$ cat src/rtl/obi_rr_arbiter.sv
// obi_rr_arbiter: round-robin arbiter that shares one OBI slave port between
// NUM_REQ OBI masters. An in-order ID FIFO records which master owns each
// granted transaction, so every response goes back to the master that issued it.
//
// Ports:
//   clk_i, rst_ni            clock, asynchronous active-low reset
//   m_req_i / m_gnt_o        per-master request / grant (grant one-hot or zero)
//   m_we_i, m_be_i,
//   m_addr_i, m_wdata_i      per-master address phase, packed master-major
//   m_rvalid_o, m_rdata_o    per-master response valid, broadcast read data
//   s_req_o .. s_wdata_o     shared slave address phase
//   s_gnt_i                  slave grant
//   s_rvalid_i, s_rdata_i    slave response
//   outstanding_o            granted-but-unanswered transaction count
//   err_rvalid_o             sticky: response arrived with nothing outstanding
module obi_rr_arbiter #(
    parameter int unsigned NUM_REQ         = 2,
    parameter int unsigned ADDR_WIDTH      = 32,
    parameter int unsigned DATA_WIDTH      = 32,
    parameter int unsigned MAX_OUTSTANDING = 4
) (
    input  logic                                clk_i,
    input  logic                                rst_ni,
    input  logic [NUM_REQ-1:0]                  m_req_i,
    output logic [NUM_REQ-1:0]                  m_gnt_o,
    output logic [NUM_REQ-1:0]                  m_rvalid_o,
    input  logic [NUM_REQ-1:0]                  m_we_i,
    input  logic [NUM_REQ*(DATA_WIDTH/8)-1:0]   m_be_i,
    input  logic [NUM_REQ*ADDR_WIDTH-1:0]       m_addr_i,
    input  logic [NUM_REQ*DATA_WIDTH-1:0]       m_wdata_i,
    output logic [DATA_WIDTH-1:0]               m_rdata_o,
    output logic                                s_req_o,
    output logic                                s_we_o,
    output logic [DATA_WIDTH/8-1:0]             s_be_o,
    output logic [ADDR_WIDTH-1:0]               s_addr_o,
    output logic [DATA_WIDTH-1:0]               s_wdata_o,
    input  logic                                s_gnt_i,
    input  logic                                s_rvalid_i,
    input  logic [DATA_WIDTH-1:0]               s_rdata_i,
    output logic [$clog2(MAX_OUTSTANDING):0]    outstanding_o,
    output logic                                err_rvalid_o
);

    localparam int unsigned IdxW = $clog2(NUM_REQ);
    localparam int unsigned BeW  = DATA_WIDTH / 8;
    localparam int unsigned PtrW = $clog2(MAX_OUTSTANDING);
    localparam int unsigned CntW = PtrW + 1;

    typedef enum logic [0:0] {StIdle, StLocked} state_e;

    state_e            state_q, state_d;
    logic [IdxW-1:0]   rr_ptr_q, rr_ptr_d;
    logic [IdxW-1:0]   lock_idx_q, lock_idx_d;
    logic [IdxW-1:0]   fifo_q [MAX_OUTSTANDING];
    logic [PtrW-1:0]   wr_ptr_q, rd_ptr_q;
    logic [CntW-1:0]   count_q, count_d;
    logic              err_q;

    logic [BeW-1:0]        be_arr    [NUM_REQ];
    logic [ADDR_WIDTH-1:0] addr_arr  [NUM_REQ];
    logic [DATA_WIDTH-1:0] wdata_arr [NUM_REQ];

    for (genvar g = 0; g < NUM_REQ; g++) begin : g_unpack
        assign be_arr[g]    = m_be_i[g*BeW +: BeW];
        assign addr_arr[g]  = m_addr_i[g*ADDR_WIDTH +: ADDR_WIDTH];
        assign wdata_arr[g] = m_wdata_i[g*DATA_WIDTH +: DATA_WIDTH];
    end

    logic            full;
    logic            arb_found;
    logic [IdxW-1:0] arb_sel;
    logic [IdxW:0]   cand_sum;
    logic [IdxW-1:0] cur;
    logic            req_active;
    logic            push;
    logic            pop;

    assign full = (count_q == CntW'(MAX_OUTSTANDING));

    always_comb begin
        arb_found  = 1'b0;
        arb_sel    = '0;
        cand_sum   = '0;
        cur        = '0;
        req_active = 1'b0;
        push       = 1'b0;
        pop        = 1'b0;
        state_d    = state_q;
        rr_ptr_d   = rr_ptr_q;
        lock_idx_d = lock_idx_q;
        s_req_o    = 1'b0;
        s_we_o     = 1'b0;
        s_be_o     = '0;
        s_addr_o   = '0;
        s_wdata_o  = '0;
        m_gnt_o    = '0;
        m_rvalid_o = '0;

        // First requester at or after rr_ptr, wrapping modulo NUM_REQ.
        for (int unsigned i = 0; i < NUM_REQ; i++) begin
            cand_sum = {1'b0, rr_ptr_q} + (IdxW+1)'(i);
            if (cand_sum >= (IdxW+1)'(NUM_REQ)) begin
                cand_sum = cand_sum - (IdxW+1)'(NUM_REQ);
            end
            if (!arb_found && m_req_i[cand_sum[IdxW-1:0]]) begin
                arb_found = 1'b1;
                arb_sel   = cand_sum[IdxW-1:0];
            end
        end

        // Locked phase keeps the pending master so s_* stay stable until grant.
        cur = (state_q == StLocked) ? lock_idx_q : arb_sel;
        // Gating with rst_ni keeps every output at zero while reset is held.
        req_active = rst_ni && ((state_q == StLocked) || (arb_found && !full));

        if (req_active) begin
            s_req_o   = 1'b1;
            s_we_o    = m_we_i[cur];
            s_be_o    = be_arr[cur];
            s_addr_o  = addr_arr[cur];
            s_wdata_o = wdata_arr[cur];
        end

        push = req_active && s_gnt_i;
        if (push) begin
            m_gnt_o[cur] = 1'b1;
            rr_ptr_d     = (cur == IdxW'(NUM_REQ - 1)) ? '0 : cur + 1'b1;
            state_d      = StIdle;
        end else if (req_active && state_q == StIdle) begin
            lock_idx_d = cur;
            state_d    = StLocked;
        end

        pop = rst_ni && s_rvalid_i && (count_q != '0);
        if (pop) begin
            m_rvalid_o[fifo_q[rd_ptr_q]] = 1'b1;
        end

        count_d = count_q + CntW'(push) - CntW'(pop);
    end

    assign m_rdata_o     = s_rdata_i;
    assign outstanding_o = count_q;
    assign err_rvalid_o  = err_q;

    always_ff @(posedge clk_i or negedge rst_ni) begin
        if (!rst_ni) begin
            state_q    <= StIdle;
            rr_ptr_q   <= '0;
            lock_idx_q <= '0;
            wr_ptr_q   <= '0;
            rd_ptr_q   <= '0;
            count_q    <= '0;
            err_q      <= 1'b0;
            for (int i = 0; i < int'(MAX_OUTSTANDING); i++) begin
                fifo_q[i] <= '0;
            end
        end else begin
            state_q    <= state_d;
            rr_ptr_q   <= rr_ptr_d;
            lock_idx_q <= lock_idx_d;
            count_q    <= count_d;
            if (push) begin
                fifo_q[wr_ptr_q] <= cur;
                wr_ptr_q         <= wr_ptr_q + 1'b1;
            end
            if (pop) begin
                rd_ptr_q <= rd_ptr_q + 1'b1;
            end
            if (s_rvalid_i && count_q == '0) begin
                err_q <= 1'b1;
            end
        end
    end

endmodule

$ cat config.mk
export PLATFORM = sky130hd
export DESIGN_NAME = obi_rr_arbiter
export DESIGN_NICKNAME = d
export VERILOG_FILES = /design/src/rtl/obi_rr_arbiter.sv
export SDC_FILE = /design/constraint.sdc
export NUM_CORES = 1
export LEC_CHECK = 0
export BUFFER_PORTS_ARGS = -buffer_cell sky130_fd_sc_hd__buf_2
export CAP_MARGIN = 0
export CORE_AREA = 8 8 105 107
export CTS_CLUSTER_SIZE = 10
export DETAILED_ROUTE_END_ITERATION = 7
export DIE_AREA = 0 0 113 115
export PLACE_DENSITY_LB_ADDON = 0.2
export SKIP_CTS_REPAIR_TIMING = 1
export SLEW_MARGIN = 10
export SYNTH_ARGS = -nofsm -noshare
export SYNTH_HDL_FRONTEND = slang
export SYNTH_SLANG_ARGS = --single-unit
$ cat constraint.sdc
create_clock -name clk_i -period 6.5 [get_ports clk_i]
set_input_delay 0 -clock clk_i [delete_from_list [all_inputs] [get_ports clk_i]]
set_output_delay 0 -clock clk_i [all_outputs]
set_load 0.02 [all_outputs]
==> results of run 1 <==
-- report_power, final --
part           total [uW]  internal [uW]  leakage [uW]  switching [uW]
sequential            182            140      0.000174            42.2
combinational         675            243       0.00154             432
clock                74.9           43.3     0.0000228            31.6
total                 932            426       0.00174             506
-- stage by stage --
step / cells / hold WS (ns) / total power, uW / setup slack (ns)
2_1_floorplan: 329 / -0.296 / 676 / 4.16
3_3_place_gp: 611 / -0.0407 / 866 / 3.81
3_5_place_dp: 611 / -0.0459 / 870 / 3.73
4_1_cts: 615 / -0.308 / 948 / 3.70
5_1_grt: 617 / 0.0000562 / 1020 / 3.57
6_report: 617 / 0.00000881 / 932 / 3.76
-- layout by cell type (no fill, tap or decap), types with 2 or more instances in the layout --
cell,synthesis,final
mux2_2,2,2
buf_4,34,3
inv_1,5,5
ha_1,5,5
nor2_1,5,5
xor2_1,2,2
buf_2,17,221
nand2_1,139,139
dlygate4sd3_1,0,2
a31oi_1,4,4
a21oi_1,70,70
nor3_1,2,2
dfrtp_1,15,15
clkbuf_8,0,3
nor2b_1,2,2
xnor2_1,4,4
a21o_1,2,2
a41oi_1,4,4
-- metal layers --
metal  GRT usage  part of all wire  vias up  wire length [um]
met5           0                 0        -                 0
met4      0.0160            0.0054        0                55
met3      0.0441             0.093        2               958
met2       0.273              0.53      126              5480
met1       0.147              0.37     1238              3780
li1            -                 -     1385                 -
-- worst register-to-register path, cell delays in order, from the launching register on --
cell and delay, ns:
dfrtp_1 0.45, or4b_4 0.56, nand3_2 0.08, buf_4 0.59, inv_2 0.23, a21oi_1 0.25
fa_1 0.22, xnor2_1 0.14, xnor2_1 0.13
-- how the worst min path moves through the flow --
stage                               endpoint  slack [ns]  cells after the start
floorplan           err_rvalid_o$_DFFE_PN0P_       -0.30                      0
detailed placement  err_rvalid_o$_DFFE_PN0P_       -0.05                      1
CTS                 err_rvalid_o$_DFFE_PN0P_       -0.31                      1
finish                         m_rdata_o[26]    0.000009                      0
global route                   m_rdata_o[26]     0.00006                      0
global placement    err_rvalid_o$_DFFE_PN0P_       -0.04                      1
-- area by class of cell --
cell class / count / area [um^2] / share of cell area
clock buffers: 4 / 45.0 / 0.0151
flip-flops and latches: 15 / 375 / 0.125
multi-input cells: 252 / 1260 / 0.420
well taps: 114 / 143 / 0.0477
repair buffers: 226 / 1150 / 0.384
inverters: 6 / 22.5 / 0.00753
-- sequential cells by signal, indices dropped and copies added, names as in the netlist --
register and cells:
wr_ptr_q 2, outstanding_o 3, err_rvalid_o 1, lock_idx_q 1, rd_ptr_q 2, fifo_q 4
state_q 1, rr_ptr_q 1
-- cells by family after synthesis --
kind of cell | Yosys count | share of synthesized area
AOI/OAI and AO/OA | 83 | 0.222
muxes | 3 | 0.0224
and+or+nand+nor | 154 | 0.308
buffers and inverters | 62 | 0.194
xor gates and xnor gates | 6 | 0.0262
adders and majority gates | 6 | 0.0411
DFF | 15 | 0.187
==> results.json, run 1 <==
{
  "io_pins": 286,
  "worstSetupStartpointType": "register",
  "worst_pin_slew_ns": 0.738,
  "cap_violations": 0,
  "timing.reg2reg.setup_slack_ns": 3.76,
  "cts_buffers": 3,
  "viasPerCell": 4.46,
  "avgSynthCellArea_um2": 6.11,
  "ys_top_cells_by_area": "nand2_1 (26%), dfrtp_1 (19%), a21oi_1 (17%)",
  "post-synth-top-area-fraction": 0.260,
  "final_util": 0.316,
  "syn_inst": 329,
  "placed_area_um2": 2930,
  "critPathTopFamily": "buffers and inverters",
  "clock.fmax_ghz": 0.365,
  "ys_warn_count": 0,
  "rsz0062_at_grt": "false",
  "htreeDepth": 1,
  "skew_ns": 0.00122,
  "finalHoldViolCount": 0,
  "critical_path_depth": 8,
  "endpoint_kind": "register",
  "synthTopCellsByCount": "nand2_1 (139), a21oi_1 (70), buf_4 (34), buf_2 (17), dfrtp_1 (15)",
  "crit_required_ns": 6.67,
  "min-delay-start": "s_rdata_i[26]",
  "place_hpwl_um": 8390,
  "start_util": 0.212,
  "startpoint": "outstanding_o[1]$_DFF_PN0_",
  "synth_nets": 511,
  "hp-class": "in2out",
  "globalRouteTotalUtil": 0.140,
  "drive_above_1_share": 0.469,
  "cts_tree": "done",
  "die_w_um": 113,
  "endpoint": "outstanding_o[2]$_DFF_PN0_",
  "cp_cell_sequence": "or4b_4 -> nand3_2 -> buf_4 -> inv_2 -> a21oi_1 -> fa_1 -> xnor2_1 -> xnor2_1",
  "root_buffer": "clkbuf_8",
  "synth_edf_count": 0,
  "grt_max_degree": 72,
  "insertion_delay_ns": 0.24,
  "grt_pass1_vias": 2701,
  "final.min_clock_period_ns": 2.74,
  "grt_overflow": 0,
  "clk_path_buf_depth": 2,
  "n_antenna_cell": 0,
  "dieArea_um2": 13000,
  "ys.flop_type": "dfrtp_1",
  "drt_iter0_drc": 137,
  "num_vias": 2751,
  "wl_um": 10300,
  "crit_path_frequent_cell": "xnor2_1",
  "detail-route-antenna-nets": 0,
  "finalInstanceArea_um2": 2990,
  "max_stage_delay_ns": 0.59,
  "ir_worst_vdd_mv": 0.272,
  "slew_headroom": 0.508,
  "path_clk_slew_ns": 0.06,
  "r2r_end": "outstanding_o[2]$_DFF_PN0_",
  "cts_sinks": 15,
  "ff2ff_path_depth": 8,
  "finalSetupTns_ns": 0,
  "fin_crit_sh": 0.421,
  "portBuffers": 221,
  "syn2layout_area_growth_pct": 48.9,
  "yosysMostFrequentCell": "nand2_1",
  "grt_pass1_wl_um": 14900,
  "yosys.area.top_type": "nand2_1",
  "first_pass_iters": 6,
  "worstSetupPathType": "reg2reg",
  "path_buf_inv": 2,
  "row_count": 36,
  "core_area_um2": 9460,
  "post_drt_wl_per_cell_um": 16.6,
  "worstReg2RegStart": "outstanding_o[1]$_DFF_PN0_",
  "synth_area_um2": 2010,
  "grt_antenna_before_repair": 0,
  "finalSetupViolCount": 0,
  "crit_fanout": 71,
  "cp.arrival_ns": 2.91,
  "ys_seq_area_frac": 0.187,
  "globalplace.congestion": 0.801,
  "final_max_slew_viol_count": 0,
  "power_density_nw_per_um2": 311,
  "nets": 686,
  "critPathSlowestCell": "buf_4",
  "async_reset_ff_frac": 1.00,
  "die_h_um": 115,
  "synth_cell_types": 29,
  "run_status": "finished, final reports clean",
  "total_leakage_power_uw": 0.00174,
  "ys_ff_latch": 15,
  "fillers": 1070,
  "remaining_drc_errors": 0
}
No activity file was read; power rests on OpenSTA's default activity.
==> run 2: changes to the inputs <==
--- a/config.mk
+++ b/config.mk
@@ -5,12 +5,13 @@
 export SDC_FILE = /design/constraint.sdc
 export NUM_CORES = 1
 export LEC_CHECK = 0
+export ABC_AREA = 1
 export BUFFER_PORTS_ARGS = -buffer_cell sky130_fd_sc_hd__buf_2
 export CAP_MARGIN = 0
-export CORE_AREA = 8 8 105 107
+export CORE_AREA = 8 8 104 106
 export CTS_CLUSTER_SIZE = 10
 export DETAILED_ROUTE_END_ITERATION = 7
-export DIE_AREA = 0 0 113 115
+export DIE_AREA = 0 0 112 114
 export PLACE_DENSITY_LB_ADDON = 0.2
 export SKIP_CTS_REPAIR_TIMING = 1
 export SLEW_MARGIN = 10
==> constraint.sdc (replaced) <==
create_clock -name clk_i -period 2.6 [get_ports clk_i]
set_input_delay 0 -clock clk_i [delete_from_list [all_inputs] [get_ports clk_i]]
set_output_delay 0 -clock clk_i [all_outputs]
set_load 0.02 [all_outputs]
==> results.json, run 2 <==
{
  "post-synth-top-area-fraction": 0.290,
  "detail-route-antenna-nets": 0,
  "cellInternalPower_uw": 1070,
  "fin_crit_sh": 0.804,
  "avgSynthCellArea_um2": 5.91,
  "globalRouteTotalUtil": 0.151,
  "insertion_delay_ns": 0.24,
  "dieArea_um2": 12800,
  "pwr-share-comb": 0.750,
  "synthTopCellsByCount": "nand2_1 (166), a21oi_1 (71), buf_4 (32), dfrtp_1 (15), buf_6 (14)",
  "path_clk_slew_ns": 0.06,
  "n_antenna_cell": 0,
  "worst_pin_slew_ns": 0.454,
  "grt_max_degree": 49,
  "clockPowerShare": 0.076,
  "grt_pass1_vias": 2900,
  "seqPwrFrac": 0.173,
  "drive_above_1_share": 0.446,
  "finalHoldViolCount": 0,
  "globalplace.congestion": 0.863,
  "ir_worst_vdd_mv": 0.479,
  "yosys.area.top_type": "nand2_1",
  "remaining_drc_errors": 0,
  "row_count": 35,
  "skew_ns": 0.00271,
  "cp_cell_sequence": "nor2_1 -> nand2_1 -> nand2_2 -> a21oi_2 -> nand2_1 -> nand2_1 -> nand2_1 -> ha_1 -> inv_1 -> fa_1 -> inv_1",
  "wl_um": 10600,
  "cp.arrival_ns": 2.28,
  "run_status": "finished, final reports clean",
  "final_max_slew_viol_count": 0,
  "ys_ff_latch": 15,
  "start_util": 0.236,
  "syn2layout_area_growth_pct": 42.9,
  "endpoint_kind": "register",
  "hp-class": "in2out",
  "cts_buffers": 3,
  "max_stage_delay_ns": 0.43,
  "crit_required_ns": 2.79,
  "slew_headroom": 0.697,
  "worstSetupPathType": "reg2reg",
  "place_hpwl_um": 8820,
  "synth_area_um2": 2150,
  "die_w_um": 112,
  "clock.fmax_ghz": 0.479,
  "fillers": 1032,
  "cts_sinks": 15,
  "ys_warn_count": 0,
  "io_pins": 286,
  "critPathSlowestCell": "dfrtp_1",
  "yosysMostFrequentCell": "nand2_1",
  "num_vias": 2916,
  "grt_antenna_before_repair": 0,
  "viasPerCell": 4.47,
  "worstSetupStartpointType": "register",
  "first_pass_iters": 4,
  "swShare": 0.566,
  "finalSetupTns_ns": 0,
  "portBuffers": 221,
  "post_drt_wl_per_cell_um": 16.3,
  "cap_violations": 0,
  "crit_path_frequent_cell": "nand2_1",
  "core_area_um2": 9110,
  "async_reset_ff_frac": 1.00,
  "syn_inst": 363,
  "top_register": "fifo_q",
  "netSwitchingPower_uw": 1390,
  "crit_fanout": 8,
  "layout_common_cells": "buf_2 (221), nand2_1 (166), a21oi_1 (71)",
  "root_buffer": "clkbuf_8",
  "nets": 725,
  "synth_nets": 545,
  "drt_iter0_drc": 235,
  "grt_pass1_wl_um": 15800,
  "synth_cell_types": 24,
  "largest_reg_flops": 4,
  "ys_top_cells_by_area": "nand2_1 (29%), dfrtp_1 (17%), a21oi_1 (17%)",
  "final_common_cell": "buf_2",
  "htreeDepth": 1,
  "whs_ns": 0.00000777,
  "ys.flop_type": "dfrtp_1",
  "rsz0062_at_grt": "false",
  "synth_edf_count": 0,
  "power_density_nw_per_um2": 804,
  "grt_overflow": 0,
  "ys_seq_area_frac": 0.175,
  "total_leakage_power_uw": 0.00187,
  "finalSetupViolCount": 0,
  "die_h_um": 114,
  "clk_path_buf_depth": 2,
  "final.min_clock_period_ns": 2.09,
  "cts_tree": "done"
}
-- run 2: changes by cell type after synthesis, moves of 3 or more --
cell,previous run,this run
nand2_1,139,166
nor2_1,5,8
a41oi_1,4,0
nand3_1,0,4
buf_2,17,9
buf_6,1,14
nand2_2,0,3
inv_1,5,13
clkbuf_1,4,1
a31oi_1,4,0
nand4_1,0,8
-- run 2: cells by family (layout without fill, tap and decap cells) --
| logic type | Yosys count | after routing | share of synthesized area |
|---|---|---|---|
| and+or+nand+nor | 193 | 193 | 0.362 |
| xor gates and xnor gates | 3 | 3 | 0.0122 |
| adders and majority gates | 6 | 6 | 0.0385 |
| AOI/OAI and AO/OA | 75 | 75 | 0.178 |
| buffers and inverters | 71 | 250 | 0.234 |
| DFF | 15 | 15 | 0.175 |
-- run 2: cell type report --
cell class                      count  area, um^2  area share
Inverter                           15        56.3      0.0184
Clock buffer                        4        45.0      0.0147
Tap cell                          111         139      0.0453
Multi-Input combinational cell    277        1270       0.414
Sequential cell                    15         375       0.122
Timing Repair Buffer              231        1180       0.386
-- run 2: layer usage --
layer | track usage | wire (um) | vias up
met3 | 0.0644 | 1220 | 6
met2 | 0.268 | 5240 | 165
li1 | - | - | 1478
met4 | 0.0198 | 59 | 0
met5 | 0 | 0 | -
met1 | 0.168 | 4110 | 1267
-- run 2: power groups by stage --
stage          Clock [uW]  Sequential, uW  Combinational [uW]
2_1_floorplan           0             453                1380
3_3_place_gp            0             428                1870
3_5_place_dp            0             431                1880
4_1_cts               194             428                1900
5_1_grt               203             443                2070
6_report              188             427                1850
-- run 2: worst max-delay path, delay by kind of cell, from the launching register on --
family	cells	cell delay, ns
buffers and inverters	2	0.12
adder cells (fa/ha/maj)	2	0.57
AO/OA/AOI/OAI	1	0.33
AND/OR/NAND/NOR	6	0.57
flip-flops	1	0.43
-- run 2: final timing paths --
kind / start / to / slack, ns / cells past startpoint
setup reg to reg: outstanding_o[1]$_DFF_PN0_ / outstanding_o[1]$_DFF_PN0_ / 0.51 / 11
min in group asynchronous: rst_ni / wr_ptr_q[0]$_DFFE_PN0P_ / 0.16 / 2
setup / recovery: outstanding_o[1]$_DFF_PN0_ / outstanding_o[1]$_DFF_PN0_ / 0.51 / 11
max in group asynchronous: rst_ni / err_rvalid_o$_DFFE_PN0P_ / 2.00 / 3
hold reg to reg: err_rvalid_o$_DFFE_PN0P_ / err_rvalid_o$_DFFE_PN0P_ / 0.48 / 1
hold / removal: s_rdata_i[28] / m_rdata_o[28] / 0.000008 / 0
-- run 2: through the flow --
stage / utilization / instance area, um^2 / setup WS [ns] / std cells / total power [uW]
6_report: 0.337 / 3070 / 0.510 / 653 / 2470
5_1_grt: 0.337 / 3070 / 0.341 / 653 / 2710
4_1_cts: 0.336 / 3060 / 0.506 / 652 / 2520
3_5_place_dp: 0.331 / 3010 / 0.529 / 648 / 2320
3_3_place_gp: 0.331 / 3010 / 0.635 / 648 / 2300
2_1_floorplan: - / 2150 / 0.431 / 363 / 1830
